[src/rtl/cpu_pkg.sv]
// Shared definitions for the moxie pipeline register scoreboard.
`ifndef CPU_PKG_SV
`define CPU_PKG_SV

// Selects read port r out of a packed vector of w-bit fields.
`define CPU_RD_SLICE(vec, r, w) vec[(r)*(w) +: (w)]

package cpu_pkg;
    localparam int CPU_IDX_W    = 4;
    localparam int CPU_NREGS    = 16;
    localparam int CPU_SB_CNT_W = 2;
endpackage

`endif

[src/rtl/cpu_scoreboard_port.sv]
// One scoreboard read port: hazard detection and execute-stage bypass select.
module cpu_scoreboard_port
    import cpu_pkg::*;
#(
    parameter int IDX_W   = CPU_IDX_W,
    parameter int DATA_W  = 32,
    parameter int CNT_W   = CPU_SB_CNT_W,
    parameter int FORWARD = 1
) (
    input  logic              rd_en,
    input  logic [IDX_W-1:0]  rd_idx,
    input  logic [CNT_W-1:0]  pend,
    input  logic              ex_valid,
    input  logic [IDX_W-1:0]  ex_wr_idx,
    input  logic [DATA_W-1:0] ex_result,
    output logic              blocked,
    output logic              fwd_sel,
    output logic [DATA_W-1:0] fwd_data
);

    logic forwardable;

    // A single outstanding write that is sitting in execute is the youngest
    // value, so it can be bypassed; anything deeper must wait.
    always_comb begin
        forwardable = (FORWARD != 0) && ex_valid && (ex_wr_idx == rd_idx)
                      && (pend == CNT_W'(1));
        blocked     = rd_en && (pend != '0) && !forwardable;
        fwd_sel     = rd_en && forwardable;
        fwd_data    = fwd_sel ? ex_result : '0;
    end

endmodule

[src/rtl/cpu_scoreboard.sv]
// Register-hazard scoreboard with per-register pending-write counters.
module cpu_scoreboard
    import cpu_pkg::*;
#(
    parameter int NREGS   = CPU_NREGS,
    parameter int IDX_W   = CPU_IDX_W,
    parameter int NREAD   = 2,
    parameter int DATA_W  = 32,
    parameter int CNT_W   = CPU_SB_CNT_W,
    parameter int FORWARD = 1
) (
    input  logic                    clk_i,
    input  logic                    rst_i,
    input  logic                    issue_valid_i,
    input  logic                    issue_wr_en_i,
    input  logic [IDX_W-1:0]        issue_wr_idx_i,
    input  logic [NREAD-1:0]        issue_rd_en_i,
    input  logic [NREAD*IDX_W-1:0]  issue_rd_idx_i,
    input  logic                    ex_valid_i,
    input  logic [IDX_W-1:0]        ex_wr_idx_i,
    input  logic [DATA_W-1:0]       ex_result_i,
    input  logic                    wb_valid_i,
    input  logic [IDX_W-1:0]        wb_idx_i,
    input  logic                    flush_i,
    output logic                    stall_o,
    output logic [NREAD-1:0]        fwd_sel_o,
    output logic [NREAD*DATA_W-1:0] fwd_data_o,
    output logic [NREGS-1:0]        busy_o,
    output logic [15:0]             stall_cycles_o
);

    localparam logic [CNT_W-1:0] CNT_MAX = {CNT_W{1'b1}};

    logic [CNT_W-1:0] pending [NREGS];
    logic [15:0]      stall_cycles;
    logic [NREAD-1:0] blocked;
    logic [CNT_W-1:0] pend_wr, pend_wb;
    logic             wr_in_range, wb_in_range, saturated, accept, inc_en, dec_en;
    logic [NREGS-1:0] inc_vec, dec_vec;

    for (genvar r = 0; r < NREAD; r++) begin : g_port
        logic [IDX_W-1:0] idx;
        logic [CNT_W-1:0] pend;

        assign idx  = `CPU_RD_SLICE(issue_rd_idx_i, r, IDX_W);
        assign pend = (int'(idx) < NREGS) ? pending[idx] : '0;

        cpu_scoreboard_port #(
            .IDX_W   (IDX_W),
            .DATA_W  (DATA_W),
            .CNT_W   (CNT_W),
            .FORWARD (FORWARD)
        ) u_port (
            .rd_en     (issue_rd_en_i[r]),
            .rd_idx    (idx),
            .pend      (pend),
            .ex_valid  (ex_valid_i),
            .ex_wr_idx (ex_wr_idx_i),
            .ex_result (ex_result_i),
            .blocked   (blocked[r]),
            .fwd_sel   (fwd_sel_o[r]),
            .fwd_data  (`CPU_RD_SLICE(fwd_data_o, r, DATA_W))
        );
    end

    // Issue handshake: a retiring write to the same register frees one slot,
    // so a full counter only stalls when nothing is leaving this cycle.
    always_comb begin
        wr_in_range = int'(issue_wr_idx_i) < NREGS;
        wb_in_range = int'(wb_idx_i) < NREGS;
        pend_wr     = wr_in_range ? pending[issue_wr_idx_i] : '0;
        pend_wb     = wb_in_range ? pending[wb_idx_i] : '0;
        saturated   = issue_wr_en_i && wr_in_range && (pend_wr == CNT_MAX)
                      && !(wb_valid_i && (wb_idx_i == issue_wr_idx_i));
        stall_o     = issue_valid_i && !flush_i && ((|blocked) || saturated);
        accept      = issue_valid_i && !stall_o && !flush_i;
        inc_en      = accept && issue_wr_en_i && wr_in_range;
        dec_en      = wb_valid_i && !flush_i && wb_in_range;
        for (int i = 0; i < NREGS; i++) begin
            inc_vec[i] = inc_en && (int'(issue_wr_idx_i) == i);
            dec_vec[i] = dec_en && (int'(wb_idx_i) == i);
        end
    end

    // Pending-write counters; a decrement at zero holds rather than wrapping.
    always_ff @(posedge clk_i or negedge rst_i) begin
        if (!rst_i) begin
            for (int i = 0; i < NREGS; i++) pending[i] <= '0;
        end else if (flush_i) begin
            for (int i = 0; i < NREGS; i++) pending[i] <= '0;
        end else begin
            for (int i = 0; i < NREGS; i++) begin
                case ({inc_vec[i], dec_vec[i]})
                    2'b10:   pending[i] <= pending[i] + CNT_W'(1);
                    2'b01:   if (pending[i] != '0) pending[i] <= pending[i] - CNT_W'(1);
                    default: pending[i] <= pending[i];
                endcase
            end
        end
    end

    // Saturating stall counter, survives flush.
    always_ff @(posedge clk_i or negedge rst_i) begin
        if (!rst_i)
            stall_cycles <= '0;
        else if (stall_o && (stall_cycles != 16'hFFFF))
            stall_cycles <= stall_cycles + 16'd1;
    end

    // Busy view of the counters.
    always_comb begin
        for (int i = 0; i < NREGS; i++) busy_o[i] = (pending[i] != '0);
    end

    assign stall_cycles_o = stall_cycles;

`ifndef SYNTHESIS
    // Flags writebacks that arrive with nothing pending on that register.
    always @(posedge clk_i) begin
        if (rst_i && dec_en && (pend_wb == '0))
            $display("SCOREBOARD underflow 0x%x", wb_idx_i);
    end
`endif

endmodule
[config.mk]
export PLATFORM = sky130hd
export DESIGN_NAME = cpu_scoreboard
export DESIGN_NICKNAME = d
export VERILOG_FILES = /design/src/rtl/cpu_pkg.sv /design/src/rtl/cpu_scoreboard_port.sv /design/src/rtl/cpu_scoreboard.sv
export SDC_FILE = /design/constraint.sdc
export NUM_CORES = 1
export LEC_CHECK = 0
export CAP_MARGIN = 20
export CORE_MARGIN = 2
export CORE_UTILIZATION = 60
export DETAILED_ROUTE_END_ITERATION = 10
export DONT_BUFFER_PORTS = 1
export GPL_TIMING_DRIVEN = 0
export PLACE_DENSITY = 0.78
export SLEW_MARGIN = 20
export SYNTH_ARGS = -nofsm -noshare
export SYNTH_HDL_FRONTEND = slang
export SYNTH_SLANG_ARGS = --single-unit
[constraint.sdc]
create_clock -name clk_i -period 7.94 [get_ports clk_i]
set_clock_uncertainty 0.15 [all_clocks]
set_input_delay 0.794 -clock clk_i [delete_from_list [all_inputs] [get_ports clk_i]]
set_output_delay 0.794 -clock clk_i [all_outputs]
set_load 0.05 [all_outputs]
# Word-level counts from Yosys, hierarchy flattened
# Index checks and enable logic that the tools add are counted.
# word_totals
register_bits,48
input_bits,61
# classes
addsub,33
magnitude_cmp,3
n_eq_ne,85
muxes,44
bitwise_logic,3
reduce_logical,111
# op_table
cell,n
32-bit 2-to-1 mux,3
4-bit equality test (second input constant),16
2-bit case mux with 2 select lines,16
1-bit logical AND,52
3-bit != test (second input constant),16
3-bit nonzero test,16
2-bit 2-to-1 mux,22
2-bit by 1-bit equality test with 1-bit output (second input constant),18
2-bit nonzero test,18
2-bit equality test (second input constant),17
2-bit by 1-bit adder with 2-bit output (second input constant),16
4-bit by 3-bit equality test with 1-bit output (second input constant),8
2-bit AND reduction,16
2-bit by 1-bit subtractor with 2-bit output (second input constant),16
2-bit binary-select mux with 4-bit select,3
16-bit by 1-bit adder with 16-bit output (second input constant),1
4-bit by 2-bit equality test with 1-bit output (second input constant),4
16-bit != test (second input constant),1
5-bit greater-or-equal comparator (second input constant),3
4-bit inverter with 5-bit output,3
4-bit equality test,3
4-bit by 1-bit equality test with 1-bit output (second input constant),2
4-bit logical NOT,2
1-bit logical NOT,5
2 further kinds,2

# Depth between registers and ports, before layout
# depth
ltp_word,19
ltp_mapped,12
ltp_nobuf,8

# By module
# Synthesis repeated with hierarchy kept, for this count alone.
# unflattened
cells_unflattened,593
hier_area_um2,5291.3
# modules_own_cells
module,n_inst,cells_each,area_per_inst_um2
cpu_scoreboard,1,427,4070.2
cpu_scoreboard_port,2,83,610.6

# Worst setup path after synthesis
# No wires, ideal clock.
# synth_timing
path_kind,input to output
start,input issue_wr_idx_i[1]
end,output stall_o
arrival_time_ns,3.583
t_required_ns,6.996
slack_ns,3.413
stages,7
path_buffers,3
path_cell_list,buf_2 mux4_2 a2111oi_0 o211ai_1 buf_2 clkbuf_1 a21boi_0
# synth_via
elab_chain_len,9
elab_cells_between_ends,12
classes_between,2 x eq/ne; 3 x mux; 1 x bitwise; 6 x reduce/logical
# synth_rtl
element,line,rtl
from (decl),cpu_scoreboard.sv:16,"input logic [IDX_W-1:0] issue_wr_idx_i,"
4-bit inverter with 5-bit output (not written as such),cpu_scoreboard.sv:71,pend_wr = wr_in_range ? pending[issue_wr_idx_i] : '0;
2-bit binary-select mux with 4-bit select,cpu_scoreboard.sv:71,
2-bit 2-to-1 mux (not written as such) (2 in series),cpu_scoreboard.sv:71,
2-bit equality test,cpu_scoreboard.sv:73,saturated = issue_wr_en_i && wr_in_range && (pend_wr == CNT_MAX)
1-bit logical AND,cpu_scoreboard.sv:73,
1-bit logical AND (*),cpu_scoreboard.sv:74,&& !(wb_valid_i && (wb_idx_i == issue_wr_idx_i));
1-bit logical OR (*),cpu_scoreboard.sv:75,stall_o = issue_valid_i && !flush_i && ((|blocked) || saturated);
1-bit logical AND (*),cpu_scoreboard.sv:75,
to (decl),cpu_scoreboard.sv:25,"output logic stall_o,"
# Every way passes the cells marked *; elsewhere a longest branch is shown, timed or not. The select of a mux whose other input is x is not followed.

# Final worst setup path
# layout_timing
start,input issue_rd_idx_i[3]
end,output fwd_data_o[18]
# layout_via
elab_chain_len,8
elab_cells_between_ends,10
classes_between,2 x eq/ne; 4 x mux; 1 x bitwise; 3 x reduce/logical
# layout_rtl
element,line,rtl
from (decl),cpu_scoreboard.sv:18,"input logic [NREAD*IDX_W-1:0] issue_rd_idx_i,"
4-bit inverter with 5-bit output (not written as such),cpu_scoreboard.sv:46,assign pend = (int'(idx) < NREGS) ? pending[idx] : '0;
2-bit binary-select mux with 4-bit select,cpu_scoreboard.sv:46,
2-bit 2-to-1 mux (not written as such) (2 in series),cpu_scoreboard.sv:46,
2-bit by 1-bit equality test with 1-bit output,cpu_scoreboard_port.sv:27,&& (pend == CNT_W'(1));
1-bit logical AND (*),cpu_scoreboard_port.sv:27,
1-bit logical AND (*),cpu_scoreboard_port.sv:29,fwd_sel = rd_en && forwardable;
32-bit 2-to-1 mux (*),cpu_scoreboard_port.sv:30,fwd_data = fwd_sel ? ex_result : '0;
to (decl),cpu_scoreboard.sv:27,"output logic [NREAD*DATA_W-1:0] fwd_data_o,"
# Marked as above.

==> metrics.txt <==
antenna-violating nets left 0; initial antenna violation count 0; Cell Rows 32; maximum clock insertion buffer count 2; cell area power density 126 mW/mm^2; Post-DP HPWL between 10,000 and 15,000 um; Worst EP required roughly 7.0 ns; Crit. End Element primary output; proportion of layout cells with a drive suffix above 1 19.1%; setup slack, reg-to-reg 4.32 ns; CTS root buf clkbuf_8; Post-Synth Adder-Cell Area 0.267%; final setup vio count 0; Seq/Total Area, Yosys 25.6%; final worst slack 3.41 ns; asr flop ratio synth 100%; cell depth of the worst flop-to-flop path 9; Die Area 0.00853 sq mm; Clock Latency Late Sink 0.31 ns; FILL cells 644; grt ovf 0; Design Area, Final 0.00508 sq mm; worst rel slew slack between 20 and 30%; Worst-path clk slew 0.10 ns; Max Cap Viol 0; Worst Hold Class input pin to asynchronous set/reset pin; vias per cell 6.62; Setup crit start kind input pin; area fraction in compound gates after synthesis about 11%; Area Overhead vs Synth 8.41%; FMAX 0.221 GHz; largest net degree at the start of global routing between 40 and 50; post-CTS setup buffer count 0; commonest non-fill, non-tap cells in the layout nor2_1, nand2_1, dfrtp_1, mux2i_1, inv_1; clk sinks 48; post-synth net total approximately 630; H-tree Lvls 2; placed cell areas 0.00493 sq mm; Post-route DRC 0; fin util 66.4%; r2r startpoint pending[11]; largest family of logic cells by synthesized area simple AND/OR/NAND/NOR gates; vias in the first global route around 4,300; minimum clock period ~4.5 ns; Peak supply drop approximately 0.22 mV; First-pass DRT Iterations 8; Num CTS Buffers 5; EDFF count, synth 0; fin nets ~640; CP Class input pin to primary output; outcome finished, final reports clean; fin crit share 57.0%; Die W slightly above 90 um; crit path launch issue_rd_idx_i[3]; final wirelength 14,400 um; CP endpoint fwd_data_o[18]; Synth Instances 572; ANT cells 0; WL/cell 21.1 um; Tot GR Track Use 32.5%; RSZ-0062 raised after global routing false; mux cell area share after synthesis 19.9%; Final GP Congestion around 0.98; Distinct cells, synth 61; xor-xnor portion of the synthesized cell area 5.05%; die extent in y 92.4 um; Post-Syn Area 0.00469 sq mm; commonest non-fill, non-tap cell in the layout nor2_1; Worst Path Max Fanout 10; synth warn 0; post-place setup slack 3.46 ns; Hold Fails Final Rpt 0; Most used DFF post-synth dfrtp_1; CP Data Arrival Time 3.58 ns; setup TNS 0 ns; routed via count about 4,500; Core Region 0.00765 sq mm; post-synthesis register bit count 48; syn_area_per_cell 8.19 sq um; Static Leak 2.11 nW; final slew viol count 0; input/output buffers 0; CTS tree done; # IOs 160; first-pass GRT wire length about 22,000 um; Reg2Reg Capture Point stall_cycles_o[4]; Worst Tran Pin Value 1.05 ns; Post-Synth Simple-Gate Area about a third; Initial Utilization 61.3%; 1st-iter DRT viols 242
[flip-flops by register name, summed over array words and instances (netlist names)]
| register | count |
|---|---|
| stall_cycles_o | 16 |
| pending | 32 |
[layer usage]
layer | wire length [um] | track usage [%]
met5 | 0 | 0
met1 | 5520 | 38.3
met4 | 649 | 15.5
met2 | 7010 | 55.8
met3 | 1260 | 7.49
[how the worst min path moves through the flow]
stage | start | to | slack (ns) | depth (start not counted)
after detailed placement | rst_i | pending[30] | 0.35 | 0
final | rst_i | pending[29] | 0.01 | 0
after CTS | rst_i | pending[30] | 0.004 | 0
after global placement | rst_i | pending[31] | 0.35 | 0
after global routing | rst_i | stall_cycles_o[4] | 0.007 | 0
after floorplan | rst_i | pending[0] | 0.35 | 0
[through the flow]
step	total power, mW	instances	hold WS [ns]
final	0.639	683	0.0133
after global routing	0.660	683	0.00657
after CTS	0.637	682	0.00410
after detailed placement	0.416	674	0.350
after global placement	0.410	674	0.349
after floorplan	0.391	572	0.348
[Yosys cell counts (3+ instances only)]
library cell | n | area (sq um)
a211oi_1 | 3 | 22.5
a21oi_1 | 9 | 45.0
a221oi_1 | 3 | 26.3
a31o_1 | 4 | 35.0
a31oi_1 | 8 | 50.1
and2_1 | 22 | 138
and3_1 | 9 | 56.3
buf_2 | 6 | 30.0
buf_4 | 3 | 22.5
buf_6 | 4 | 45.0
clkbuf_1 | 22 | 82.6
dfrtp_1 | 48 | 1200
inv_1 | 31 | 116
mux2_2 | 16 | 180
mux2i_1 | 42 | 420
mux4_2 | 14 | 315
nand2_1 | 48 | 180
nand2b_1 | 6 | 37.5
nand3_1 | 27 | 135
nand3b_1 | 5 | 37.5
nand4_1 | 7 | 43.8
nor2_1 | 73 | 274
nor2b_1 | 7 | 43.8
nor3_1 | 39 | 195
nor3b_1 | 4 | 30.0
nor4_1 | 6 | 37.5
o21ai_0 | 8 | 40.0
o21bai_1 | 3 | 22.5
o221ai_1 | 5 | 43.8
o22ai_1 | 6 | 37.5
or2_2 | 19 | 119
or4b_2 | 5 | 50.1
xnor2_1 | 17 | 149
xor2_1 | 10 | 87.6
[final cells by class]
cell class	count	area, sq um	area share (%)
Buffer	37	189	3.72
Clock buffer	5	68.8	1.35
Sequential cell	48	1200	23.6
Inverter	31	116	2.29
Multi-Input combinational cell	456	3300	64.9
Tap cell	102	128	2.51
Clock inverter	3	68.8	1.35
Timing Repair Buffer	1	10.0	0.197
[cell families (layout without fill, tap and decap cells)]
logic type               after synthesis  after routing
AO/OA/AOI/OAI                         67             67
XOR/XNOR                              27             27
adder cells (fa/ha/maj)                1              1
buffers and inverters                 68             77
flip-flops                            48             48
multiplexers                          73             73
AND/OR/NAND/NOR                      288            288
[critical path: stages]
cell	delay, ns
clkbuf_2	0.19
and2_1	0.22
a221oi_1	0.35
a22o_1	0.30
a21oi_1	0.05
or3_1	0.34
clkbuf_1	0.20
clkbuf_1	0.28
nor2_1	0.85
[report_power, final]
group	switching (mW)	internal, mW	total, mW
combinational	0.0663	0.0384	0.105
clock	0.0972	0.127	0.224
sequential	0.0550	0.255	0.310
[what timing repair did]
item,CTS,global route
resized for setup,0,0
endpoints found under the hold margin,0,12
hold buffers,0,1
(Power assumes the default switching activity.)
